## config.mk

```make
export PLATFORM = sky130hd
export DESIGN_NAME = conv_window_gen
export DESIGN_NICKNAME = d
export VERILOG_FILES = /design/src/rtl/conv_pkg.sv /design/src/rtl/conv_line_buf.sv /design/src/rtl/conv_window_gen.sv
export SDC_FILE = /design/constraint.sdc
export NUM_CORES = 1
export LEC_CHECK = 0
export CORE_ASPECT_RATIO = 0.8
export CORE_MARGIN = 1
export CORE_UTILIZATION = 50
export DETAILED_ROUTE_END_ITERATION = 6
export PLACE_DENSITY_LB_ADDON = 0.05
export SLEW_MARGIN = 20
export SYNTH_ARGS = -nofsm -noshare
export SYNTH_HDL_FRONTEND = slang
export SYNTH_SLANG_ARGS = --single-unit
```

## constraint.sdc

```tcl
create_clock -name clk -period 4 [get_ports clk]
set_input_delay 0.6 -clock clk [delete_from_list [all_inputs] [get_ports clk]]
set_output_delay 0.6 -clock clk [all_outputs]
set_load 0.03 [all_outputs]
```

## src/rtl/conv_pkg.sv

```systemverilog
// Shared constants for the 3x3 convolution front end and core.
package conv_pkg;

  localparam int PIX_W     = 8;
  localparam int IMG_W_DEF = 28;
  localparam int IMG_H_DEF = 28;

  // Tap ordering shared with the convolution core (row-major, top-left first)
  localparam int WIN_TL   = 0;
  localparam int WIN_TM   = 1;
  localparam int WIN_TR   = 2;
  localparam int WIN_ML   = 3;
  localparam int WIN_MM   = 4;
  localparam int WIN_MR   = 5;
  localparam int WIN_BL   = 6;
  localparam int WIN_BM   = 7;
  localparam int WIN_BR   = 8;
  localparam int WIN_TAPS = 9;

  // Counter/address width that stays at least one bit for tiny sizes
  function automatic int cnt_w(input int n);
    return (n <= 2) ? 1 : $clog2(n);
  endfunction

endpackage

```

## src/rtl/conv_line_buf.sv

```systemverilog
// One image row of storage. Read is combinational so the old value at addr is
// available in the same cycle that the write of the new value is committed.
module conv_line_buf
  import conv_pkg::*;
#(
  parameter int DEPTH  = IMG_W_DEF,
  parameter int DATA_W = PIX_W,
  parameter int AW     = cnt_w(DEPTH)
) (
  input  logic              clk,
  input  logic              en,
  input  logic [AW-1:0]     addr,
  input  logic [DATA_W-1:0] wdata,
  output logic [DATA_W-1:0] rdata
);

  logic [DATA_W-1:0] mem [DEPTH];

  assign rdata = mem[addr];

  // Write the new pixel; contents are deliberately never cleared.
  always_ff @(posedge clk) begin
    if (en) mem[addr] <= wdata;
  end

endmodule

```

## src/rtl/conv_window_gen.sv

```systemverilog
// Raster-to-3x3-window generator. Two line buffers supply rows r-1 and r-2;
// per-row delay taps supply columns c-1 and c-2; the incoming column
// {lb1[c], lb0[c], pix_in} is the third (live) tap of each row.
module conv_window_gen
  import conv_pkg::*;
#(
  parameter int IMG_W  = IMG_W_DEF,
  parameter int IMG_H  = IMG_H_DEF,
  parameter int DATA_W = PIX_W
) (
  input  logic              clk,
  input  logic              rst,
  input  logic              pix_valid,
  input  logic [DATA_W-1:0] pix_in,
  input  logic              frame_start,
  output logic              win_valid,
  output logic [DATA_W-1:0] win_0,
  output logic [DATA_W-1:0] win_1,
  output logic [DATA_W-1:0] win_2,
  output logic [DATA_W-1:0] win_3,
  output logic [DATA_W-1:0] win_4,
  output logic [DATA_W-1:0] win_5,
  output logic [DATA_W-1:0] win_6,
  output logic [DATA_W-1:0] win_7,
  output logic [DATA_W-1:0] win_8,
  output logic              frame_done
);

  localparam int CW = cnt_w(IMG_W);
  localparam int RW = cnt_w(IMG_H);
  localparam logic [CW-1:0] COL_LAST = CW'(IMG_W - 1);
  localparam logic [RW-1:0] ROW_LAST = RW'(IMG_H - 1);
  localparam logic [CW-1:0] COL_MIN  = CW'(2);
  localparam logic [RW-1:0] ROW_MIN  = RW'(2);

  logic [CW-1:0] col_cnt, cur_c;
  logic [RW-1:0] row_cnt, cur_r;
  logic          win_hit, last_pix;

  logic [DATA_W-1:0] lb0_rd, lb1_rd;
  // Registered taps per row: [0] = column c-2, [1] = column c-1
  logic [DATA_W-1:0] top_sr [2];
  logic [DATA_W-1:0] mid_sr [2];
  logic [DATA_W-1:0] bot_sr [2];
  logic [DATA_W-1:0] win_nxt [WIN_TAPS];
  logic [DATA_W-1:0] win_q   [WIN_TAPS];

  // frame_start pins the current pixel to (0,0) whatever the counters say
  assign cur_c    = frame_start ? '0 : col_cnt;
  assign cur_r    = frame_start ? '0 : row_cnt;
  assign win_hit  = pix_valid && (cur_r >= ROW_MIN) && (cur_c >= COL_MIN);
  assign last_pix = (cur_r == ROW_LAST) && (cur_c == COL_LAST);

  conv_line_buf #(.DEPTH(IMG_W), .DATA_W(DATA_W), .AW(CW)) u_lb0 (
    .clk   (clk),
    .en    (pix_valid),
    .addr  (cur_c),
    .wdata (pix_in),
    .rdata (lb0_rd)
  );

  conv_line_buf #(.DEPTH(IMG_W), .DATA_W(DATA_W), .AW(CW)) u_lb1 (
    .clk   (clk),
    .en    (pix_valid),
    .addr  (cur_c),
    .wdata (lb0_rd),
    .rdata (lb1_rd)
  );

  // Raster position counters, advanced only on accepted pixels
  always_ff @(posedge clk) begin
    if (rst) begin
      col_cnt <= '0;
      row_cnt <= '0;
    end else if (pix_valid) begin
      if (cur_c == COL_LAST) begin
        col_cnt <= '0;
        row_cnt <= (cur_r == ROW_LAST) ? '0 : cur_r + 1'b1;
      end else begin
        col_cnt <= cur_c + 1'b1;
        row_cnt <= cur_r;
      end
    end
  end

  // Window as it will look once the incoming column is shifted in
  always_comb begin
    for (int k = 0; k < WIN_TAPS; k++) win_nxt[k] = '0;
    win_nxt[WIN_TL] = top_sr[0];
    win_nxt[WIN_TM] = top_sr[1];
    win_nxt[WIN_TR] = lb1_rd;
    win_nxt[WIN_ML] = mid_sr[0];
    win_nxt[WIN_MM] = mid_sr[1];
    win_nxt[WIN_MR] = lb0_rd;
    win_nxt[WIN_BL] = bot_sr[0];
    win_nxt[WIN_BM] = bot_sr[1];
    win_nxt[WIN_BR] = pix_in;
  end

  // Column delay taps shift left on every accepted pixel
  always_ff @(posedge clk) begin
    if (rst) begin
      for (int i = 0; i < 2; i++) begin
        top_sr[i] <= '0;
        mid_sr[i] <= '0;
        bot_sr[i] <= '0;
      end
    end else if (pix_valid) begin
      top_sr[0] <= top_sr[1];
      top_sr[1] <= lb1_rd;
      mid_sr[0] <= mid_sr[1];
      mid_sr[1] <= lb0_rd;
      bot_sr[0] <= bot_sr[1];
      bot_sr[1] <= pix_in;
    end
  end

  // Output registers load only on a complete window and hold otherwise
  always_ff @(posedge clk) begin
    if (rst) begin
      win_valid  <= 1'b0;
      frame_done <= 1'b0;
      for (int k = 0; k < WIN_TAPS; k++) win_q[k] <= '0;
    end else begin
      win_valid  <= win_hit;
      frame_done <= win_hit && last_pix;
      if (win_hit) begin
        for (int k = 0; k < WIN_TAPS; k++) win_q[k] <= win_nxt[k];
      end
    end
  end

  assign win_0 = win_q[WIN_TL];
  assign win_1 = win_q[WIN_TM];
  assign win_2 = win_q[WIN_TR];
  assign win_3 = win_q[WIN_ML];
  assign win_4 = win_q[WIN_MM];
  assign win_5 = win_q[WIN_MR];
  assign win_6 = win_q[WIN_BL];
  assign win_7 = win_q[WIN_BM];
  assign win_8 = win_q[WIN_BR];

endmodule

```

# Word-level counts from Yosys, hierarchy flattened
# Memories as Yosys holds them, arrays and structs flattened.
# Cells that the tools add are included.
# W data, S select, Z words.
dict set report word_totals {
  register_bits 12
  latch_bits 0
  ram_bits 568
  mem_bits_ro 0
  input_bits 12
  out_inout_bits 74
  word_cells 64
  n_memories 6
}
# name depth word_bits read_ports rd_clocked_by_memory_dff write_ports line_no
set mem_list {}
lappend mem_list {u_lb0.mem 28 8 1 0 1 conv_line_buf.sv:17} ;# logic [DATA_W-1:0] mem [DEPTH];
lappend mem_list {u_lb1.mem 28 8 1 0 1 conv_line_buf.sv:17}
lappend mem_list {win_q 9 8 9 0 9 conv_window_gen.sv:46} ;# logic [DATA_W-1:0] win_q [WIN_TAPS];
lappend mem_list {bot_sr 2 8 2 0 2 conv_window_gen.sv:44} ;# logic [DATA_W-1:0] bot_sr [2];
lappend mem_list {mid_sr 2 8 2 0 2 conv_window_gen.sv:43} ;# logic [DATA_W-1:0] mid_sr [2];
lappend mem_list {top_sr 2 8 2 0 2 conv_window_gen.sv:42} ;# logic [DATA_W-1:0] top_sr [2];
dict set report op_classes {
  n_addsub 2
  n_mul 0
  div_mod_pow 0
  n_lt_le_gt_ge 2
  n_eq_ne 2
  n_shift 0
  n_mux 29
  n_bitwise 15
  n_reduce_logical 4
}
# cell count
set op_table {}
lappend op_table {{$mux W8} 15}
lappend op_table {{$mux W5} 5}
lappend op_table {{$or A1 B1 Y1} 15}
lappend op_table {{$add A5 B1 Y5 const B} 2}
lappend op_table {{$eq A5 B5 Y1 const B} 2}
lappend op_table {{$ge A5 B2 Y1 const B} 2}
lappend op_table {{$mux W1} 9}
lappend op_table {{$logic_and A1 B1 Y1} 4}

# Depth between registers and ports, before layout
# Gate-level depths: netlist of run 1.
dict set report logic_depth {
  word_depth 8
  depth_mapped 9
  depth_no_buf 6
}

# Hierarchy
# Synthesis of run 1 repeated with hierarchy kept, for this count alone.
dict set report unflattened {
  cells_unflattened 1280
  hier_area_um2 22776.8
}
# mod instances cells_per_inst area_per_inst_um2 seq_area_each_um2
set modules_own_cells {}
lappend modules_own_cells {{conv_line_buf at u_lb0} 1 489 8856.0 6726.5}
lappend modules_own_cells {{conv_line_buf at u_lb1} 1 454 8799.7 6726.5}
lappend modules_own_cells {conv_window_gen 1 337 5121.2 3843.7}

# Worst setup path before layout of run 1
# Ideal clock, no wire load.
dict set report synth_timing {
  kind {input -> register}
  startpoint {input pix_valid}
  endpoint {memory win_q[0][0] (netlist name), enable pin}
  setup_ns 0.442
  arrival_ns 2.826
  required_time_ns 3.558
  setup_slack_ns 0.732
  cell_stages 4
  n_path_buf 1
  path_cell_list {clkbuf_1 -> inv_1 -> a2111o_1 -> nand2b_1}
}
# element line_no
set synth_lines {}
lappend synth_lines {{from (decl)} conv_window_gen.sv:13} ;# input logic pix_valid,
lappend synth_lines {{to (decl)} conv_window_gen.sv:46}

# Worst setup path in the final report of run 1
dict set report layout_timing {
  startpoint {register col_cnt[0]}
  endpoint {memory u_lb1.mem[7][7] (netlist name), data pin}
}
dict set report layout_between {
  elab_chain_cells 2
}
# element line_no
set layout_lines {}
lappend layout_lines {{from (decl)} conv_window_gen.sv:36} ;# logic [CW-1:0] col_cnt, cur_c;
lappend layout_lines {{from (signal assigned)} conv_window_gen.sv:80} ;# col_cnt <= cur_c + 1'b1;
lappend layout_lines {{$mux W5} conv_window_gen.sv:49} ;# assign cur_c = frame_start ? '0 : col_cnt;
lappend layout_lines {{$mem_v2 Z28 W8} -}
lappend layout_lines {{named net lb0_rd[7]} conv_window_gen.sv:40} ;# logic [DATA_W-1:0] lb0_rd, lb1_rd;
lappend layout_lines {{to (decl)} conv_line_buf.sv:17}
# The timed path passes the listed nets, and every way through them passes these cells.

==> flow_metrics.tcl, run 1 <==
set metrics [dict create \
    tns_ps 0 \
    hold_path_class "reg2reg" \
    p_total_mw 12.7 \
    cts_buffers 56 \
    routabilityCongestion 0.876 \
    ys_ff_latch 580 \
    cts.sinks 580 \
    met2_usage_pct 40.4 \
    dp_hpwl_um 38800 \
    clock_tree.root_cell "clkbuf_16" \
    tightest_slew_ps 1070 \
    synth_edf_count 568 \
    cp_num_buf_inv 3 \
    busiest_layer "met2" \
    diodes 0 \
    synthCells 1417 \
    worstPathMaxFanout 29 \
    cts_max_level 2 \
    netlist_area_mm2 0.0231 \
    hold_buffers 0 \
    maxCapViolations 0 \
    yosysUniqueCellTypes 62 \
    yosysWarnings 0 \
    core_mm2 0.0450 \
    synthTopCellsByCount "568 x edfxtp_1, 88 x and2_1, 79 x mux2i_1" \
    totalWireLength_um 61700 \
    clk_latency_ps 610 \
    portBuffers 85 \
    worst_path_max_delay_cell "nor3_1" \
    period_minus_slack_ps 3260 \
    setup_violations 0 \
    drv_slew 0 \
    ys.flop_type "edfxtp_1" \
    rsz0062_at_grt "false" \
    drt.antenna.violating_nets 0 \
    synth_area_per_cell_um2 16.3 \
    synth.net_count 1430 \
    tritoncts "done" \
    viasPerCell 6.05 \
    finClkSkew_ps 18.8 \
    nets 1581 \
    grt_pass1_vias 13000 \
    synth_top_cell_by_area "edfxtp_1" \
    row_count 69 \
    crit_required_ps 4340 \
    grt_pass1_wl_um 90200 \
    yosysSeqAreaShare_pct 75.0 \
    firstDrtPassIters 6 \
    clock_path_buffers 3 \
    start_util_pct 51.3 \
    slew_headroom_pct 28.8 \
    cts_resized 0 \
    use_met3_pct 5.84 \
    whs_ps 501 \
    critPathLaunchType "register" \
    avgRoutedWirePerCell_um 27.8 \
    vdd_ir_drop_max_mv 0.387 \
    cellPowerDensity_mw_per_mm2 474 \
    fmax_ghz 0.306 \
    hold_violations 0 \
    drtIter0Drc 1521 \
    period_share_pct 81.6 \
    dieArea_mm2 0.0470 \
    crit_family "simple AND/OR/NAND/NOR gates" \
    die_width_um 242 \
    end_kind "register" \
    yosys.cell_count.top_type "edfxtp_1" \
    grt-ovfl-total 0 \
    arrival_ps 3600 \
    yosys-top-cells-area "edfxtp_1 74%, mux2i_1 3.4%, and2_1 2.4%" \
    synth_top_area_share_pct 74.0 \
    criticalPathCategory "reg2reg" \
    cts_setup_buffers 0 \
    vias 13400 \
    worstPathCellList "clkinv_1, buf_12, a221oi_1, a211oi_1, nor3_1, nand2_1, buf_4" \
    antenna_found_initial 1 \
    power_leakage_nw 8.74 \
    cpPeakStageDelay_ps 830 \
    track_usage_pct 26.5 \
    path_clk_slew_ps 60 \
    io_pins 86 \
    die_h_um 194 \
    drc_errors 0 \
    grt_max_degree 67 \
    areaGrowthSynthToFinish_pct 16.2 \
    status "finished clean" \
    drive_gt1_share_pct 15.1 \
    met1_usage_pct 38.8 \
    ys_async_sr_fraction_pct 0 \
]
-- cell type report --
cell class                      count  area (µm²)
Tap cell                          603         754
Inverter                           11        41.3
Timing Repair Buffer              187        1700
Clock inverter                     27         213
Fill cell                        3450       18200
Sequential cell                   580       17300
Multi-Input combinational cell    732        5230
Clock buffer                       76        1560
-- routing by layer --
layer	wire, µm	part of all wire, %	up-vias
met5	0	0	-
met4	1120	1.8	0
met3	4750	7.7	74
met2	28300	46	544
met1	27500	45	6879
li1	-	-	5916
-- report_power, final --
part | internal, mW | leakage, nW | switching, mW
clock | 2.91 | 0.868 | 2.22
sequential | 6.80 | 5.40 | 0.0374
combinational | 0.233 | 2.47 | 0.496
-- through the flow --
stage	utilization, %	area, µm²	std cells	setup WS (ps)
after floorplan	-	23100	1417	732
after global placement	55.7	25000	2113	721
after detailed placement	55.6	25000	2113	712
after CTS	59.6	26800	2216	913
after global routing	59.6	26800	2216	678
final	59.6	26800	2216	736
-- flip-flops by register name, summed over array words and instances, names as in the netlist --
register and count:
row_cnt 5, mid_sr 16, u_lb0.mem 224, bot_sr 16, u_lb1.mem 224, win_valid 1, win_q 72, frame_done 1
top_sr 16, col_cnt 5
-- worst register-to-register path, stage by stage (launching register included) --
cell and delay [ps]:
dfxtp_4 440, clkinv_1 430, buf_12 340, a221oi_1 310
a211oi_1 120, nor3_1 830, nand2_1 260, buf_4 270
-- cell families after synthesis --
| group | Yosys count | share of synthesized area, % |
|---|---|---|
| AND/OR/NAND/NOR | 300 | 7.14 |
| AO/OA/AOI/OAI | 320 | 10.1 |
| flip-flops | 580 | 75.0 |
| multiplexers | 111 | 5.29 |
| adder cells (fa/ha/maj) | 1 | 0.0543 |
| buffers and inverters | 105 | 2.43 |
-- worst paths after layout --
check	startpoint	endpoint	slack, ps	depth (start not counted)
worst max-delay path	col_cnt[0]$_SDFFE_PP0P_	u_lb1.mem[7][7]$_DFFE_PP_	740	7
worst min-delay path	row_cnt[0]$_SDFFE_PP0P_	row_cnt[1]$_SDFFE_PP0P_	500	2
worst max register to register	col_cnt[0]$_SDFFE_PP0P_	u_lb1.mem[7][7]$_DFFE_PP_	740	7
worst min register to register	row_cnt[0]$_SDFFE_PP0P_	row_cnt[1]$_SDFFE_PP0P_	500	2
-- cell usage in the layout (no fill, tap or decap), drive strengths merged, types with 38 or more instances in the layout --
cell type	n
buf	106
o21ai	38
mux2i	79
clkdlybuf4s50	81
nor2b	41
nand2	69
clkbuf	76
a21oi	58
and2	88
nor2	46
a211oi	60
edfxtp	568
Power figures use the tool's default switching activity.
==> run 2: changes to the inputs <==
==> constraint.sdc (replaced) <==
create_clock -name clk -period 3.2 [get_ports clk]
set_input_delay 0.48 -clock clk [delete_from_list [all_inputs] [get_ports clk]]
set_output_delay 0.48 -clock clk [all_outputs]
set_load 0.03 [all_outputs]
==> run 2 against run 1 <==
Power is 28% higher. Combinational power is 35% higher. Highest routed layer unchanged. Global-route usage shrank 0.76 points. Final cell count increased by 1.4%. Critical path depth up 1. Hold slack gained 12 ps. First-iteration DRC count shrank 3.7%. Clock skew increased by 1.1 ps. Die area did not move. Sequential share of layout area fell by 1.1 points.
==> flow_metrics.tcl, run 2 (synthesis gave the netlist of run 1 again) <==
set metrics [dict create \
    totalWireLength_um 60100 \
    cts_setup_buffers 0 \
    hold_violations 0 \
    setup_violations 0 \
    r2r_end "u_lb1.mem[25][4]$_DFFE_PP_" \
    hold_buffers 0 \
    grt-ovfl-total 0 \
    grt_pass1_vias 13100 \
    clock_tree.root_cell "clkbuf_16" \
    io_pins 86 \
    arrival_ps 3250 \
    tritoncts "done" \
    viasPerCell 6.01 \
    slew_headroom_pct 29.9 \
    use_met3_pct 4.11 \
    regToRegSetupSlack_ps 380 \
    dieArea_mm2 0.0470 \
    swShare_pct 21.3 \
    crit_start "col_cnt[4]$_SDFFE_PP0P_" \
    die_width_um 242 \
    start_util_pct 51.3 \
    clk_latency_ps 610 \
    multi_input_area_mm2 0.00522 \
    met2_usage_pct 39.7 \
    cellPowerDensity_mw_per_mm2 597 \
    regToRegStartpoint "col_cnt[4]$_SDFFE_PP0P_" \
    fin_area_mm2 0.0273 \
    cts.sinks 580 \
    endpoint "u_lb1.mem[25][4]$_DFFE_PP_" \
    row_count 69 \
    grt_pass1_wl_um 88300 \
    grt_max_degree 73 \
    period_minus_slack_ps 2820 \
    diodes 0 \
    worst_slack_ps 385 \
    cpPeakStageDelay_ps 790 \
    power_leakage_nw 8.99 \
    avgRoutedWirePerCell_um 26.7 \
    crit_family "simple AND/OR/NAND/NOR gates" \
    cp_num_buf_inv 3 \
    rsz0062_at_grt "false" \
    areaGrowthSynthToFinish_pct 18.3 \
    worstPathCellList "nor3b_2, buf_4, nand2_1, a211oi_1, nor3_1, buf_4, nand2_1, buf_12" \
    seqPwrFrac_pct 52.5 \
    reg_top3 "u_lb0.mem: 224 flops, u_lb1.mem: 224 flops, win_q: 72 flops" \
    pre_cts_ws_ps 280 \
    critPathLaunchType "register" \
    drive_gt1_share_pct 16.5 \
    p_int_mw 12.8 \
    cts_buffers 57 \
    cts_max_level 2 \
    layout_commonest_cell "edfxtp_1" \
    rr_worst_depth 8 \
    period_share_pct 88.0 \
    maxCapViolations 0 \
    finClkSkew_ps 19.9 \
    criticalPathCategory "reg2reg" \
    hold_path_class "reg2reg" \
    portBuffers 85 \
    worst_path_max_delay_cell "dfxtp_1" \
    crit_required_ps 3630 \
    met1_usage_pct 38.1 \
    track_usage_pct 25.7 \
    routabilityCongestion 0.907 \
    vias 13500 \
    final-seq-area_mm2 0.0173 \
    tns_ps 0 \
    worstPathMaxFanout 28 \
    status "finished clean" \
    tightest_slew_ps 1050 \
    core_mm2 0.0450 \
    drv_slew 0 \
    vdd_ir_drop_max_mv 0.409 \
    drt.antenna.violating_nets 0 \
    hold_depth 1 \
    path_clk_slew_ps 60 \
    finish.utilization_pct 60.6 \
    die_h_um 194 \
    p_clk_share_pct 41.5 \
    antenna_found_initial 1 \
    end_kind "register" \
    p_sw_mw 3.47 \
    firstDrtPassIters 5 \
    final_cell_mix "568 x edfxtp_1, 113 x buf_4, 88 x and2_1, 83 x clkdlybuf4s50_1, 79 x mux2i_1" \
    drc_errors 0 \
    clock_path_buffers 3 \
    cts_resized 0 \
    drtIter0Drc 1464 \
    dpl-instance-area_mm2 0.0254 \
    p_comb_share_pct 6.0 \
    dp_hpwl_um 39100 \
    fillCellCount 3356 \
    nets 1611 \
    crit_cells 8 \
    busiest_layer "met2" \
    fmax_ghz 0.355 \
]
==> run 2: cell types whose count changed in the layout (fill, tap and decap cells not counted), sizes merged <==
cell / before / now
buf: 106 / 133
bufinv: 3 / 6
clkbuf: 76 / 74
clkdlybuf4s50: 81 / 83
clkinv: 21 / 22
clkinvlp: 4 / 2
inv: 10 / 13
==> run 2: worst min-delay path by stage <==
stage,from,slack [ps],end
after floorplan,row_cnt[1]$_SDFFE_PP0P_,460,row_cnt[1]$_SDFFE_PP0P_
after global placement,row_cnt[0]$_SDFFE_PP0P_,480,row_cnt[1]$_SDFFE_PP0P_
after detailed placement,mid_sr[0][4]$_SDFFCE_PN0P_,500,win_q[0][28]$_SDFFCE_PN0P_
after CTS,mid_sr[0][0]$_SDFFCE_PN0P_,520,win_q[0][24]$_SDFFCE_PN0P_
after global routing,mid_sr[0][7]$_SDFFCE_PN0P_,530,win_q[0][31]$_SDFFCE_PN0P_
final,mid_sr[0][0]$_SDFFCE_PN0P_,510,win_q[0][24]$_SDFFCE_PN0P_
==> run 2: power groups by stage <==
| stage | Sequential [mW] | Combinational [mW] | Clock, mW |
|---|---|---|---|
| floorplan | 8.76 | 0.457 | 0 |
| global placement | 8.71 | 0.970 | 0 |
| detailed placement | 8.71 | 0.981 | 0 |
| CTS | 8.55 | 0.982 | 6.84 |
| global route | 8.55 | 1.04 | 7.11 |
| finish | 8.55 | 0.984 | 6.75 |
==> run 2: cell type report <==
cell class / instances / area share, %
Inverter: 11 / 0.151
Clock inverter: 32 / 1.15
Tap cell: 603 / 2.77
Timing Repair Buffer: 216 / 7.52
Multi-Input combinational cell: 732 / 19.1
Sequential cell: 580 / 63.5
Clock buffer: 74 / 5.81
==> run 2: through the flow <==
stage,instances,hold slack (ps),power (mW)
6_report,2248,514,16.3
5_1_grt,2248,527,16.7
4_1_cts,2248,516,16.4
3_5_place_dp,2142,505,9.69
3_3_place_gp,2142,476,9.68
2_1_floorplan,1417,457,9.22
==> run 2: metal layers <==
metal / up-vias / part of all wire (%)
met5: - / 0
met4: 0 / 2.3
met3: 99 / 7.6
met2: 607 / 46
met1: 6827 / 44
li1: 5985 / -
==> run 3: changes to the inputs <==
--- a/config.mk
+++ b/config.mk
@@ -9,6 +9,7 @@
 export CORE_MARGIN = 1
 export CORE_UTILIZATION = 50
 export DETAILED_ROUTE_END_ITERATION = 6
+export GPL_TIMING_DRIVEN = 1
 export PLACE_DENSITY_LB_ADDON = 0.05
 export SLEW_MARGIN = 20
 export SYNTH_ARGS = -nofsm -noshare
==> results of run 3 <==
Same layout as run 2: the final DEF is identical, and so are final timing and power.
